## config.mk

```make
export PLATFORM = sky130hd
export DESIGN_NAME = accel_gen
export DESIGN_NICKNAME = d
export VERILOG_FILES = /design/src/rtl/accel_gen.sv
export SDC_FILE = /design/constraint.sdc
export NUM_CORES = 1
export LEC_CHECK = 0
export CAP_MARGIN = 20
export CORE_MARGIN = 4
export CORE_UTILIZATION = 58
export DETAILED_ROUTE_END_ITERATION = 10
export GPL_TIMING_DRIVEN = 0
export PLACE_DENSITY = 0.84
export SLEW_MARGIN = 10
export SYNTH_ARGS = -nofsm -noshare
export SYNTH_HDL_FRONTEND = slang
export SYNTH_SLANG_ARGS = --single-unit
```

## constraint.sdc

```tcl
create_clock -name clk -period 2.23 [get_ports clk]
set_input_delay 0.446 -clock clk [delete_from_list [all_inputs] [get_ports clk]]
set_output_delay 0.446 -clock clk [all_outputs]
set_load 0.005 [all_outputs]
```

## src/rtl/accel_gen.sv

```systemverilog
// Accelerometer stimulus generator: builds a 14-bit sample per frame and sends it
// as two 8N1 UART bytes on TX_A, separated from the next frame by an idle gap.
module accel_gen #(
    parameter int          BAUD_DIV  = 16,
    parameter int          FRAME_GAP = 64,
    parameter logic [15:0] LFSR_SEED = 16'hACE1
) (
    input  logic        clk,
    input  logic        rst,
    input  logic [1:0]  mode,
    output logic        TX_A,
    output logic [13:0] tx_data,
    output logic        busy,
    output logic        frame_done
);

    localparam int BW = $clog2(BAUD_DIV);
    localparam int GW = (FRAME_GAP > 1) ? $clog2(FRAME_GAP) : 1;

    typedef enum logic [2:0] {
        S_GAP,
        S_LOAD,
        S_START,
        S_DATA,
        S_STOP,
        S_DONE
    } state_t;

    state_t        state;
    state_t        state_next;
    logic [BW-1:0] baud_cnt;
    logic [2:0]    bit_idx;
    logic          byte_sel;
    logic [GW-1:0] gap_cnt;
    logic [15:0]   lfsr;
    logic [15:0]   lfsr_next;
    logic [2:0]    corner_idx;
    logic [13:0]   corner_val;
    logic [13:0]   ramp;
    logic [7:0]    cur_byte;
    logic          baud_last;
    logic          gap_last;

    assign baud_last = (baud_cnt == BW'(BAUD_DIV - 1));
    assign gap_last  = (gap_cnt == GW'(FRAME_GAP - 1));
    assign lfsr_next = {lfsr[14:0], lfsr[15] ^ lfsr[13] ^ lfsr[12] ^ lfsr[10]};
    assign cur_byte  = byte_sel ? tx_data[7:0] : {2'b00, tx_data[13:8]};

    always_comb begin
        case (corner_idx)
            3'd0:    corner_val = 14'h1FFF;
            3'd1:    corner_val = 14'h2000;
            3'd2:    corner_val = 14'h3FFF;
            3'd3:    corner_val = 14'h0001;
            default: corner_val = 14'h0000;
        endcase
    end

    always_ff @(posedge clk or posedge rst) begin
        if (rst) begin
            state <= S_GAP;
        end else begin
            state <= state_next;
        end
    end

    // TX_A, busy and frame_done are decoded straight from the registered state,
    // so an asynchronous reset forces the line idle without waiting for a clock.
    always_comb begin
        state_next = state;
        TX_A       = 1'b1;
        busy       = 1'b0;
        frame_done = 1'b0;
        case (state)
            S_GAP: begin
                if (gap_last) state_next = S_LOAD;
            end
            S_LOAD: begin
                state_next = S_START;
            end
            S_START: begin
                TX_A = 1'b0;
                busy = 1'b1;
                if (baud_last) state_next = S_DATA;
            end
            S_DATA: begin
                TX_A = cur_byte[bit_idx];
                busy = 1'b1;
                if (baud_last && bit_idx == 3'd7) state_next = S_STOP;
            end
            S_STOP: begin
                busy = 1'b1;
                if (baud_last) state_next = byte_sel ? S_DONE : S_START;
            end
            S_DONE: begin
                frame_done = 1'b1;
                state_next = S_GAP;
            end
            default: begin
                state_next = S_GAP;
            end
        endcase
    end

    always_ff @(posedge clk or posedge rst) begin
        if (rst) begin
            baud_cnt   <= '0;
            bit_idx    <= '0;
            byte_sel   <= 1'b0;
            gap_cnt    <= '0;
            lfsr       <= LFSR_SEED;
            corner_idx <= '0;
            ramp       <= '0;
            tx_data    <= '0;
        end else begin
            if (state == S_GAP) begin
                gap_cnt <= gap_last ? '0 : gap_cnt + 1'b1;
            end

            if (state == S_START || state == S_DATA || state == S_STOP) begin
                baud_cnt <= baud_last ? '0 : baud_cnt + 1'b1;
            end else begin
                baud_cnt <= '0;
            end

            if (state == S_DATA && baud_last) begin
                bit_idx <= bit_idx + 1'b1;
            end

            if (state == S_STOP && baud_last) begin
                byte_sel <= 1'b1;
            end

            // Each generator only advances on frames that actually use it.
            if (state == S_LOAD) begin
                byte_sel <= 1'b0;
                bit_idx  <= '0;
                case (mode)
                    2'd0: tx_data <= 14'h0000;
                    2'd1: begin
                        lfsr    <= lfsr_next;
                        tx_data <= lfsr_next[13:0];
                    end
                    2'd2: begin
                        tx_data    <= corner_val;
                        corner_idx <= (corner_idx == 3'd4) ? 3'd0 : corner_idx + 3'd1;
                    end
                    default: begin
                        tx_data <= ramp;
                        ramp    <= ramp + 14'd1;
                    end
                endcase
            end
        end
    end

endmodule

```

==> results of run 1 <==
==> critical path, stage by stage, from the launching register on <==
cell and delay, ns:
sky130_fd_sc_hd__dfrtp_1 0.35, sky130_fd_sc_hd__buf_2 0.18, sky130_fd_sc_hd__nor3b_4 0.25, sky130_fd_sc_hd__nor2_2 0.10
sky130_fd_sc_hd__inv_1 0.06, sky130_fd_sc_hd__clkdlybuf4s50_1 0.49
==> layer usage <==
metal / GRT usage / part of all wire / vias up / wire, microns
li1: - / - / 1172 / -
met1: 0.2733 / 0.42 / 1179 / 2724
met2: 0.3788 / 0.51 / 71 / 3340
met3: 0.08224 / 0.058 / 12 / 377
met4: 0.05980 / 0.016 / 0 / 103
met5: 0 / 0 / - / 0
==> worst max path at each step <==
stage / start / to / slack (ns)
6_report: state[0] / busy / 0.01
5_1_grt: state[0] / busy / -0.07
4_1_cts: state[2] / busy / -0.02
3_5_place_dp: byte_sel / TX_A / -0.31
3_3_place_gp: rst / corner_idx[0] / -0.85
2_1_floorplan: rst / baud_cnt[0] / 0.20
==> kinds of logic after synthesis <==
kind of cell / share of synthesized area
compound gates: 0.1098
buf+inv: 0.03450
fa+ha+maj: 0.03965
flops: 0.5107
xor+xnor: 0.05274
mux: 0.04798
simple gates: 0.2046
==> repair_timing <==
action	4_1_cts	5_1_grt
setup buffers	3	1
endpoints found under the setup margin	3	21
resized for setup	11	10
pin swaps	3	1
==> final cells by class <==
cell class                      count  share of cell area
Sequential cell                    64              0.4382
Multi-Input combinational cell    231              0.3971
Timing Repair Buffer               24             0.06178
Clock buffer                       14             0.04684
Tap cell                           70             0.02376
Buffer                             13             0.01901
Inverter                            9            0.009844
Clock inverter                      2            0.003394
==> per-stage QoR <==
step	total power (W)	instance area (sq um)	util
after CTS	0.002212	3649	0.7010
after detailed placement	0.001297	3446	0.6620
after global placement	0.001293	3443	0.6615
after global routing	0.002274	3686	0.7082
after floorplan	0.001251	3156	-
final	0.002196	3686	0.7082
==> report_power, final <==
group | leakage [nW] | switching, W | internal [W] | total (W)
logic | 0.761 | 0.0000502 | 0.0000363 | 0.0000864
clock network | 0.0927 | 0.000428 | 0.000494 | 0.000921
registers | 0.815 | 0.0000140 | 0.00117 | 0.00119
total | 1.67 | 0.000492 | 0.00170 | 0.00220
==> registers in the layout, summed over array words and instances (netlist names) <==
signal / cells
byte_sel: 1
state: 3
lfsr: 16
ramp: 14
tx_data: 14
bit_idx: 3
corner_idx: 3
baud_cnt: 4
gap_cnt: 6
==> cell usage after synthesis, types with 2 or more instances <==
master                     instances
sky130_fd_sc_hd__nand2_1          69
sky130_fd_sc_hd__dfrtp_1          56
sky130_fd_sc_hd__o21ai_0          26
sky130_fd_sc_hd__nor2_1           17
sky130_fd_sc_hd__xnor2_1          15
sky130_fd_sc_hd__nand3_1          12
sky130_fd_sc_hd__a211oi_1         11
sky130_fd_sc_hd__clkbuf_1         11
sky130_fd_sc_hd__ha_1             10
sky130_fd_sc_hd__inv_1             9
sky130_fd_sc_hd__dfstp_2           8
sky130_fd_sc_hd__a21oi_1           7
sky130_fd_sc_hd__nand4_1           6
sky130_fd_sc_hd__mux2_2            5
sky130_fd_sc_hd__mux2i_1           5
sky130_fd_sc_hd__and3_1            4
sky130_fd_sc_hd__nor3_1            4
sky130_fd_sc_hd__nor3b_1           4
sky130_fd_sc_hd__xor2_1            4
sky130_fd_sc_hd__a22o_1            3
sky130_fd_sc_hd__and4_1            3
sky130_fd_sc_hd__buf_2             3
sky130_fd_sc_hd__nor2b_1           3
sky130_fd_sc_hd__mux4_2            2
sky130_fd_sc_hd__nand2b_1          2
sky130_fd_sc_hd__nand4b_1          2
sky130_fd_sc_hd__o311ai_0          2
==> cell usage in the layout, fill, tap and decap left out, drive strengths merged, types with 2 or more instances in the layout <==
cell / synthesis / final
mux2: 5 / 5
nand4b: 2 / 2
inv: 9 / 9
a22o: 3 / 3
o21ai: 26 / 26
mux2i: 5 / 5
and3: 4 / 4
nor2: 17 / 17
clkdlybuf4s50: 0 / 18
ha: 10 / 10
xor2: 4 / 4
nand4: 6 / 6
and2: 2 / 2
a21oi: 7 / 7
and4: 3 / 3
a211oi: 11 / 11
nand2: 69 / 69
xnor2: 15 / 15
nor2b: 3 / 3
clkbuf: 11 / 22
buf: 5 / 10
nand2b: 2 / 2
dfrtp: 56 / 56
nor3b: 4 / 4
mux4: 2 / 2
nor3: 5 / 5
dfstp: 8 / 8
nand3: 12 / 12
o311ai: 2 / 2
==> flow_summary_export.csv, run 1 <==
group,metric,value,unit
placed_design,detailed_place_hpwl,4.543,mm
cts,cts_sinks,64,
sta,setup-violations-final,0,
floorplan,die_area,6685,sq um
synthesis,synth_edf_count,0,
synthesis,postSynthAreaPerCell,9.861,sq um
floorplan,die_w,81.76,microns
worst_setup_path,critical_path_fanouts_max,10,
cells_and_area,n_fill_cell,389,
cells_and_area,seqCellArea,1615,sq um
route,avgViaCountPerCell,5.700,
synthesis,synth.cell_area,3156,sq um
grt,grt_antenna_before_repair,0,
sta,finalWorstPathRequiredPeriod,2.216,ns
cts,cts.htree.levels,3,
sta,layout_setup_ws,0.01378,ns
synthesis,ys_seq_area_frac,0.5107,
worst_hold_path,whs_path_depth,2,
cts,clock_path_buffers,2,
placed_design,dp.cells,410,
route,drt_pass1_iterations,4,
worst_setup_path,crit_path_kind,"flip-flop to output pin",
cts,clock_latency_reported_for_the_late_side_of_the_worst_skew_pair,0.34,ns
cells_and_area,nNetsFinal,366,
cells_and_area,layout-area-overhead-vs-synth,16.81,%
floorplan,io-pin-count,21,
sta,final.setup.tns,0,ns
synthesis,synth_top_cells_by_area,"sky130_fd_sc_hd__dfrtp_1 44%, sky130_fd_sc_hd__nand2_1 8.2%, sky130_fd_sc_hd__dfstp_2 6.7%",
worst_hold_path,hp-class,"flip-flop to flip-flop",
worst_setup_path,r2r_slack,0.20,ns
synthesis,synthDominantCellAreaShare,0.4441,
synthesis,synth.net_count,334,
sta,timing.hold.ws,0.4614,ns
cells_and_area,multi_input_area,1464,sq um
cts,root_buffer,"sky130_fd_sc_hd__clkbuf_8",
grt,grt_pass1_vias,2413,
route,post-route-drc-count,0,
sta,transition_at_the_pin_with_the_smallest_max_transition_slack,0.7552,ns
floorplan,core,5205,sq um
outcome,run_status,"finished clean",
synthesis,yosys_register_bits,64,
cells_and_area,finalNonFillerCells,427,
placed_design,dp_slack,-0.3095,ns
sta,final_max_slew_viol_count,0,
cts,tritoncts.num_buffers,9,
flow_run,timing.max_cap.violations,0,
sta,post-route-period-util,0.9938,
synthesis,syn-instance-count,320,
power_and_ir_drop,power.density_cell_area,595.9,nW/um^2
route,routed-via-count,2434,
worst_setup_path,cp_data_required_time,1.78,ns
synthesis,yosysUniqueCellTypes,44,
sta,fmax,451.2,MHz
cts,cts_tree,"built",
power_and_ir_drop,peak_ir_drop_on_the_vdd_network,0.0003979,V
synthesis,ys.warnings.count,0,
grt,gr-usage-all-layers,0.2251,
cts,path_clk_slew,0.07,ns
grt,grt_start_max_net_pins,65,
power_and_ir_drop,total_leakage_power,1.668,nW
placed_design,port-buffer-count,20,
synthesis,synthArstFlopShare,1.000,
sta,hold_viol,0,
worst_setup_path,startpoint_type,"flip-flop",
grt,first_pass_grt_wire_length,11.30,mm
worst_setup_path,worst_r2r_path_depth,6,
route,drtIter0Drc,83,
floorplan,die_h,81.76,microns
synthesis,netlist.top_cell.by_area,"sky130_fd_sc_hd__dfrtp_1",
placed_design,gp_congestion,0.7891,
worst_setup_path,end_kind,"output pin",
route,post_drt_wl_per_cell,15.33,microns
worst_hold_path,whs_endpoint,"lfsr[5]",
cts,cts_hold_buffers,0,
route,totalWireLength,6.546,mm
worst_setup_path,timing.rr.end,"ramp[13]",
floorplan,core.rowCount,26,
route,route.antenna.remaining_nets,0,
cells_and_area,drive_above_1_share,0.1429,
worst_setup_path,rr_startpoint,"state[2]",
sta,unrepaired_setup_endpoints_after_global_routing,"yes",
grt,leftover_overflow_at_the_end_of_global_routing,0,
sta,relSlewSlack,0.4965,
floorplan,initial_utilization,0.6062,
worst_setup_path,cp_data_arrival_time,1.77,ns
worst_hold_path,hold_path_startpoint,"lfsr[5]",
sta,clock-skew-final,0.008923,ns
cells_and_area,n_antenna_cell,0,
synthesis,synth_top_flop_cell,"sky130_fd_sc_hd__dfrtp_1",
(Power assumes the default switching activity.)
==> inputs of run 2 (changes only) <==
--- a/config.mk
+++ b/config.mk
@@ -6,7 +6,6 @@
 export NUM_CORES = 1
 export LEC_CHECK = 0
 export CAP_MARGIN = 20
-export CORE_MARGIN = 4
 export CORE_UTILIZATION = 58
 export DETAILED_ROUTE_END_ITERATION = 10
 export GPL_TIMING_DRIVEN = 0
@@ -15,3 +14,4 @@
 export SYNTH_ARGS = -nofsm -noshare
 export SYNTH_HDL_FRONTEND = slang
 export SYNTH_SLANG_ARGS = --single-unit
+export TNS_END_PERCENT = 20
==> flow_summary_export.csv, run 2 (synthesized netlist as in run 1, its figures left out) <==
group,metric,value,unit
route,avgViaCountPerCell,5.998,
sta,relSlewSlack,0.4738,
worst_setup_path,crit_path_kind,"flip-flop to output pin",
placed_design,detailed_place_hpwl,4.574,mm
cells_and_area,largest_register_ff_count,16,
cells_and_area,finalCoreUtilization,0.7279,
floorplan,core.rowCount,26,
cts,path_clk_slew,0.07,ns
worst_setup_path,critical_path_fanouts_max,10,
cells_and_area,layout-area-overhead-vs-synth,19.31,%
grt,first_pass_grt_wire_length,11.61,mm
placed_design,gp_congestion,0.8398,
grt,grt_start_max_net_pins,65,
sta,fmax,443.5,MHz
worst_setup_path,crit_path_cell_chain,"clkbuf_4, nor3b_4, nor2_2, inv_1, clkdlybuf4s50_1",
cts,clock_latency_reported_for_the_late_side_of_the_worst_skew_pair,0.35,ns
cts,cts_hold_buffers,0,
cts,tritoncts.num_buffers,9,
sta,transition_at_the_pin_with_the_smallest_max_transition_slack,0.7894,ns
sta,final_max_slew_viol_count,0,
grt,grt_pass1_vias,2518,
cells_and_area,n_antenna_cell,0,
floorplan,io-pin-count,21,
cells_and_area,layout.cells.most_common,"sky130_fd_sc_hd__nand2_1",
outcome,failed_checks,"setup timing",
cts,cts_sinks,64,
worst_setup_path,critical_path.max_stage_delay,0.43,ns
cells_and_area,n_fill_cell,354,
floorplan,die_h,75.76,microns
grt,gr-usage-all-layers,0.2801,
power_and_ir_drop,power.density_cell_area,673.4,nW/um^2
route,routed-via-count,2567,
sta,unrepaired_setup_endpoints_after_global_routing,"yes",
sta,setup-violations-final,1,
floorplan,core,5172,sq um
cells_and_area,nNetsFinal,367,
cts,root_buffer,"sky130_fd_sc_hd__clkbuf_8",
cts,cts.htree.levels,3,
floorplan,die_w,75.76,microns
placed_design,dp.cells,410,
worst_setup_path,end_kind,"output pin",
placed_design,detailed_place.area,3446,sq um
route,post-route-drc-count,0,
placed_design,port-buffer-count,20,
sta,final.setup.tns,-0.02494,ns
route,totalWireLength,6.971,mm
route,route.antenna.remaining_nets,0,
grt,leftover_overflow_at_the_end_of_global_routing,0,
cells_and_area,mostFrequentLayoutCells,"69 x sky130_fd_sc_hd__nand2_1, 53 x sky130_fd_sc_hd__dfrtp_1, 25 x sky130_fd_sc_hd__o21ai_0",
grt,grt_antenna_before_repair,0,
power_and_ir_drop,fin_total_pwr,0.002535,W
route,post_drt_wl_per_cell,16.29,microns
worst_setup_path,cp_data_required_time,1.78,ns
cells_and_area,layout_top_registers,"lfsr x16, ramp x14, tx_data x14",
route,drt_pass1_iterations,6,
floorplan,initial_utilization,0.6101,
outcome,run_status,"complete, but fails checks",
route,drtIter0Drc,152,
worst_setup_path,cp_slowest_cell,"sky130_fd_sc_hd__clkdlybuf4s50_1",
power_and_ir_drop,peak_ir_drop_on_the_vdd_network,0.0004733,V
worst_hold_path,hp-class,"flip-flop to flip-flop",
worst_setup_path,startpoint_type,"flip-flop",
cells_and_area,finalNonFillerCells,428,
cells_and_area,design_area,3765,sq um
sta,hold_viol,0,
power_and_ir_drop,total_leakage_power,1.687,nW
flow_run,timing.max_cap.violations,0,
floorplan,die_area,5740,sq um
sta,post-route-period-util,1.011,
cts,clock_path_buffers,2,
cells_and_area,drive_above_1_share,0.1536,
sta,clock-skew-final,0.005990,ns
cells_and_area,largest_register,"lfsr",
worst_setup_path,cp_data_arrival_time,1.81,ns
sta,layout_setup_ws,-0.02494,ns
sta,finalWorstPathRequiredPeriod,2.255,ns
cts,cts_tree,"built",
## run 2: cell types whose count changed in the layout (fill, tap and decap cells not counted), sizes merged
cell           change
bufinv             +3
dlymetal6s2s       -1
clkdlybuf4s50      +1
clkbuf             -2
## run 2: path summary, 6_finish.rpt
kind / startpoint / to / slack, ns / cells after the start
max reg2reg: state[2] / ramp[13] / 0.19 / 6
max in group asynchronous: rst / state[1] / 1.05 / 2
min reg2reg: lfsr[6] / lfsr[6] / 0.46 / 2
min: lfsr[6] / lfsr[6] / 0.46 / 2
min in group asynchronous: rst / ramp[4] / 0.59 / 2
max: state[2] / busy / -0.02 / 5
## run 2: through the flow
step	setup WS, ns	hold slack (ns)
3_5_place_dp	-0.3456	0.4503
5_1_grt	-0.1359	0.4868
2_1_floorplan	0.1991	0.4388
4_1_cts	0.0005137	0.4654
6_report	-0.02494	0.4604
3_3_place_gp	-0.8600	0.4453
## run 2: area by class of cell
type | instances | area, sq um | area share
multi-input combinational | 231 | 1469 | 0.3902
tap | 70 | 87.58 | 0.02326
clock buffer | 11 | 151.4 | 0.04021
clock inverter | 5 | 102.6 | 0.02725
buffer | 13 | 70.07 | 0.01861
timing repair buffer | 25 | 232.7 | 0.06181
inverter | 9 | 36.28 | 0.009638
sequential | 64 | 1615 | 0.4290
## run 2: timing repair
item / 4_1_cts / 5_1_grt
hold endpoints to repair: 0 / 0
gates resized for setup: 17 / 2
setup endpoints to repair: 3 / 20
pin swaps: 3 / 0
setup buffers: 5 / 0
## run 2: report_power, final
part           switching, W  internal [W]
sequential        0.0000145       0.00117
clock              0.000457      0.000802
combinational     0.0000511     0.0000372
total              0.000523       0.00201
## run 2: worst max-delay path: cells and delay by family (launching register included)
| family | cells | cell delay (ns) |
|---|---|---|
| and+or+nand+nor | 2 | 0.38 |
| DFF | 1 | 0.40 |
| buffers and inverters | 3 | 0.68 |
## run 2: routing by layer
| metal | vias up | wire [microns] | GRT usage |
|---|---|---|---|
| li1 | 1178 | - | - |
| met1 | 1246 | 2811 | 0.3368 |
| met2 | 119 | 3499 | 0.4789 |
| met3 | 24 | 444 | 0.05026 |
| met4 | 0 | 216 | 0.1502 |
| met5 | - | 0 | 0 |
==> inputs of run 3 (changes only) <==
--- a/config.mk
+++ b/config.mk
@@ -10,7 +10,6 @@
 export DETAILED_ROUTE_END_ITERATION = 10
 export GPL_TIMING_DRIVEN = 0
 export PLACE_DENSITY = 0.84
-export SLEW_MARGIN = 10
 export SYNTH_ARGS = -nofsm -noshare
 export SYNTH_HDL_FRONTEND = slang
 export SYNTH_SLANG_ARGS = --single-unit
==> flow_summary_export.csv, run 3 (synthesized netlist as in run 1, its figures left out) <==
group,metric,value,unit
outcome,run_status,"complete, but fails checks",
outcome,failed_checks,"setup timing",
power_and_ir_drop,seq_power_share,0.534,
worst_setup_path,crit_path_kind,"flip-flop to output pin",
worst_setup_path,critical_path_fanouts_max,10,
cts,clock_path_buffers,2,
sta,clock-skew-final,0.008735,ns
worst_setup_path,cp.depth,5,
worst_setup_path,timing.rr.end,"ramp[13]",
route,avgViaCountPerCell,5.916,
worst_setup_path,cp_slowest_cell,"sky130_fd_sc_hd__clkdlybuf4s50_1",
worst_hold_path,hp-class,"flip-flop to flip-flop",
worst_hold_path,hold_path_startpoint,"lfsr[6]",
sta,fmax,448.3,MHz
sta,transition_at_the_pin_with_the_smallest_max_transition_slack,0.5969,ns
power_and_ir_drop,power_report.internal_total,0.001726,W
grt,gr-usage-all-layers,0.2866,
cells_and_area,layout.cells.most_common,"sky130_fd_sc_hd__nand2_1",
cells_and_area,largest_register_ff_count,16,
power_and_ir_drop,total_leakage_power,1.655,nW
sta,unrepaired_setup_endpoints_after_global_routing,"yes",
cells_and_area,mostFrequentLayoutCells,"69 x sky130_fd_sc_hd__nand2_1, 53 x sky130_fd_sc_hd__dfrtp_1, 25 x sky130_fd_sc_hd__o21ai_0",
floorplan,core.rowCount,26,
power_and_ir_drop,power.density_cell_area,601.9,nW/um^2
route,routed-via-count,2526,
cells_and_area,n_antenna_cell,0,
worst_setup_path,path_delay_family,"buffers and inverters",
worst_setup_path,crit_path_cell_chain,"buf_6, nor3b_4, nor2_2, inv_1, clkdlybuf4s50_1",
cells_and_area,largest_register,"lfsr",
power_and_ir_drop,peak_ir_drop_on_the_vdd_network,0.0004723,V
cts,cts.htree.levels,3,
power_and_ir_drop,share_comb_of_total_power,0.041,
power_and_ir_drop,power.net_switching,0.0005019,W
floorplan,initial_utilization,0.6101,
cells_and_area,finalNonFillerCells,427,
worst_setup_path,critical_path.max_stage_delay,0.48,ns
placed_design,dp.cells,411,
cells_and_area,drive_above_1_share,0.1457,
worst_setup_path,worst_r2r_path_depth,6,
grt,grt-busiest-layer,"met2",
cts,cts_sinks,64,
cts,cts_tree,"built",
worst_setup_path,r2r_slack,0.24,ns
sta,layout_setup_ws,-0.0004081,ns
sta,relSlewSlack,0.6015,
power_and_ir_drop,clockPowerShare,0.425,
cells_and_area,layout-area-overhead-vs-synth,17.29,%
placed_design,gp_congestion,0.8398,
sta,setup-violations-final,1,
grt,leftover_overflow_at_the_end_of_global_routing,0,
placed_design,port-buffer-count,20,
worst_setup_path,startpoint_type,"flip-flop",
worst_hold_path,whs_endpoint,"lfsr[6]",
worst_hold_path,whs_path_depth,2,
sta,final.setup.tns,-0.0004081,ns
cells_and_area,nNetsFinal,366,
sta,hold_viol,0,
sta,finalWorstPathRequiredPeriod,2.230,ns
power_and_ir_drop,fin_total_pwr,0.002228,W
grt,use_met3,0.04630,
floorplan,io-pin-count,21,
floorplan,core,5172,sq um
placed_design,detailed_place_hpwl,4.717,mm
route,totalWireLength,7.065,mm
worst_setup_path,cp_data_required_time,1.78,ns
cts,cts_hold_buffers,0,
cts,clock_latency_reported_for_the_late_side_of_the_worst_skew_pair,0.34,ns
grt,first_pass_grt_wire_length,11.85,mm
route,route.antenna.remaining_nets,0,
sta,post-route-period-util,1.000,
power_and_ir_drop,netSwitchingFraction,0.2253,
floorplan,die_area,5740,sq um
cells_and_area,n_fill_cell,383,
flow_run,timing.max_cap.violations,0,
route,post_drt_wl_per_cell,16.55,microns
cts,path_clk_slew,0.07,ns
cells_and_area,layout_top_registers,"lfsr x16, ramp x14, tx_data x14",
grt,use_met2,0.4759,
worst_setup_path,rr_startpoint,"state[2]",
route,drtIter0Drc,255,
grt,grt_pass1_vias,2450,
grt,grt_start_max_net_pins,39,
worst_setup_path,cp_data_arrival_time,1.78,ns
floorplan,die_w,75.76,microns
grt,grt_antenna_before_repair,0,
cts,root_buffer,"sky130_fd_sc_hd__clkbuf_8",
sta,final_max_slew_viol_count,0,
route,post-route-drc-count,0,
cts,tritoncts.num_buffers,9,
floorplan,die_h,75.76,microns
worst_setup_path,worstPathBufferInverterCount,3,
worst_setup_path,end_kind,"output pin",
cells_and_area,finalCoreUtilization,0.7155,
grt,global_route.usage.met1,0.3630,
route,drt_pass1_iterations,4,
## run 3: layout make-up
cell class              count  area (sq um)  area share
clock buffers              12         135.1     0.03651
plain buffers              13         73.82     0.01995
inverters                   9         33.78    0.009128
repair buffers             24         237.7     0.06423
multi-input cells         231          1473      0.3979
well taps                  70         87.58     0.02366
clock inverters             4         45.04     0.01217
flip-flops and latches     64          1615      0.4364
## run 3: worst max path at each step
stage          startpoint       endpoint  slack [ns]
6_report         state[2]           busy     -0.0004
5_1_grt          state[0]           busy       -0.11
4_1_cts          state[2]           busy      0.0002
3_5_place_dp     byte_sel           TX_A       -0.34
3_3_place_gp          rst  corner_idx[0]       -0.86
2_1_floorplan         rst    baud_cnt[0]        0.20
## run 3: per-stage QoR
step / setup slack [ns] / cell area, sq um / hold slack [ns]
3_5_place_dp: -0.3369 / 3463 / 0.4503
3_3_place_gp: -0.8600 / 3443 / 0.4453
4_1_cts: 0.0001797 / 3686 / 0.4639
6_report: -0.0004081 / 3701 / 0.4603
5_1_grt: -0.1123 / 3701 / 0.4857
2_1_floorplan: 0.1991 / 3156 / 0.4388
## run 3: repair_timing
action | CTS | global route
pin swaps | 2 | 1
resized for setup | 17 | 5
setup endpoints to repair | 3 | 30
setup buffers | 3 | 0
## run 3: power groups by stage
stage	Clock, W	Sequential, W	Combinational (W)
after CTS	0.000959	0.00119	0.0000925
after floorplan	0	0.00121	0.0000449
after detailed placement	0	0.00121	0.0000918
final	0.000947	0.00119	0.0000915
after global placement	0	0.00121	0.0000837
after global routing	0.000998	0.00119	0.000104
## run 3: worst reg2reg max path, stage by stage (launching register included)
cell	delay [ns]
sky130_fd_sc_hd__dfrtp_1	0.42
sky130_fd_sc_hd__buf_6	0.16
sky130_fd_sc_hd__or3b_1	0.41
sky130_fd_sc_hd__buf_6	0.16
sky130_fd_sc_hd__nor4_4	0.39
sky130_fd_sc_hd__nand3_1	0.18
sky130_fd_sc_hd__xnor2_1	0.16
## run 3: per-layer routing
layer / up-vias / share of wire
met5: - / 0
met4: 0 / 0.027
met3: 19 / 0.049
met2: 80 / 0.50
met1: 1251 / 0.42
li1: 1176 / -
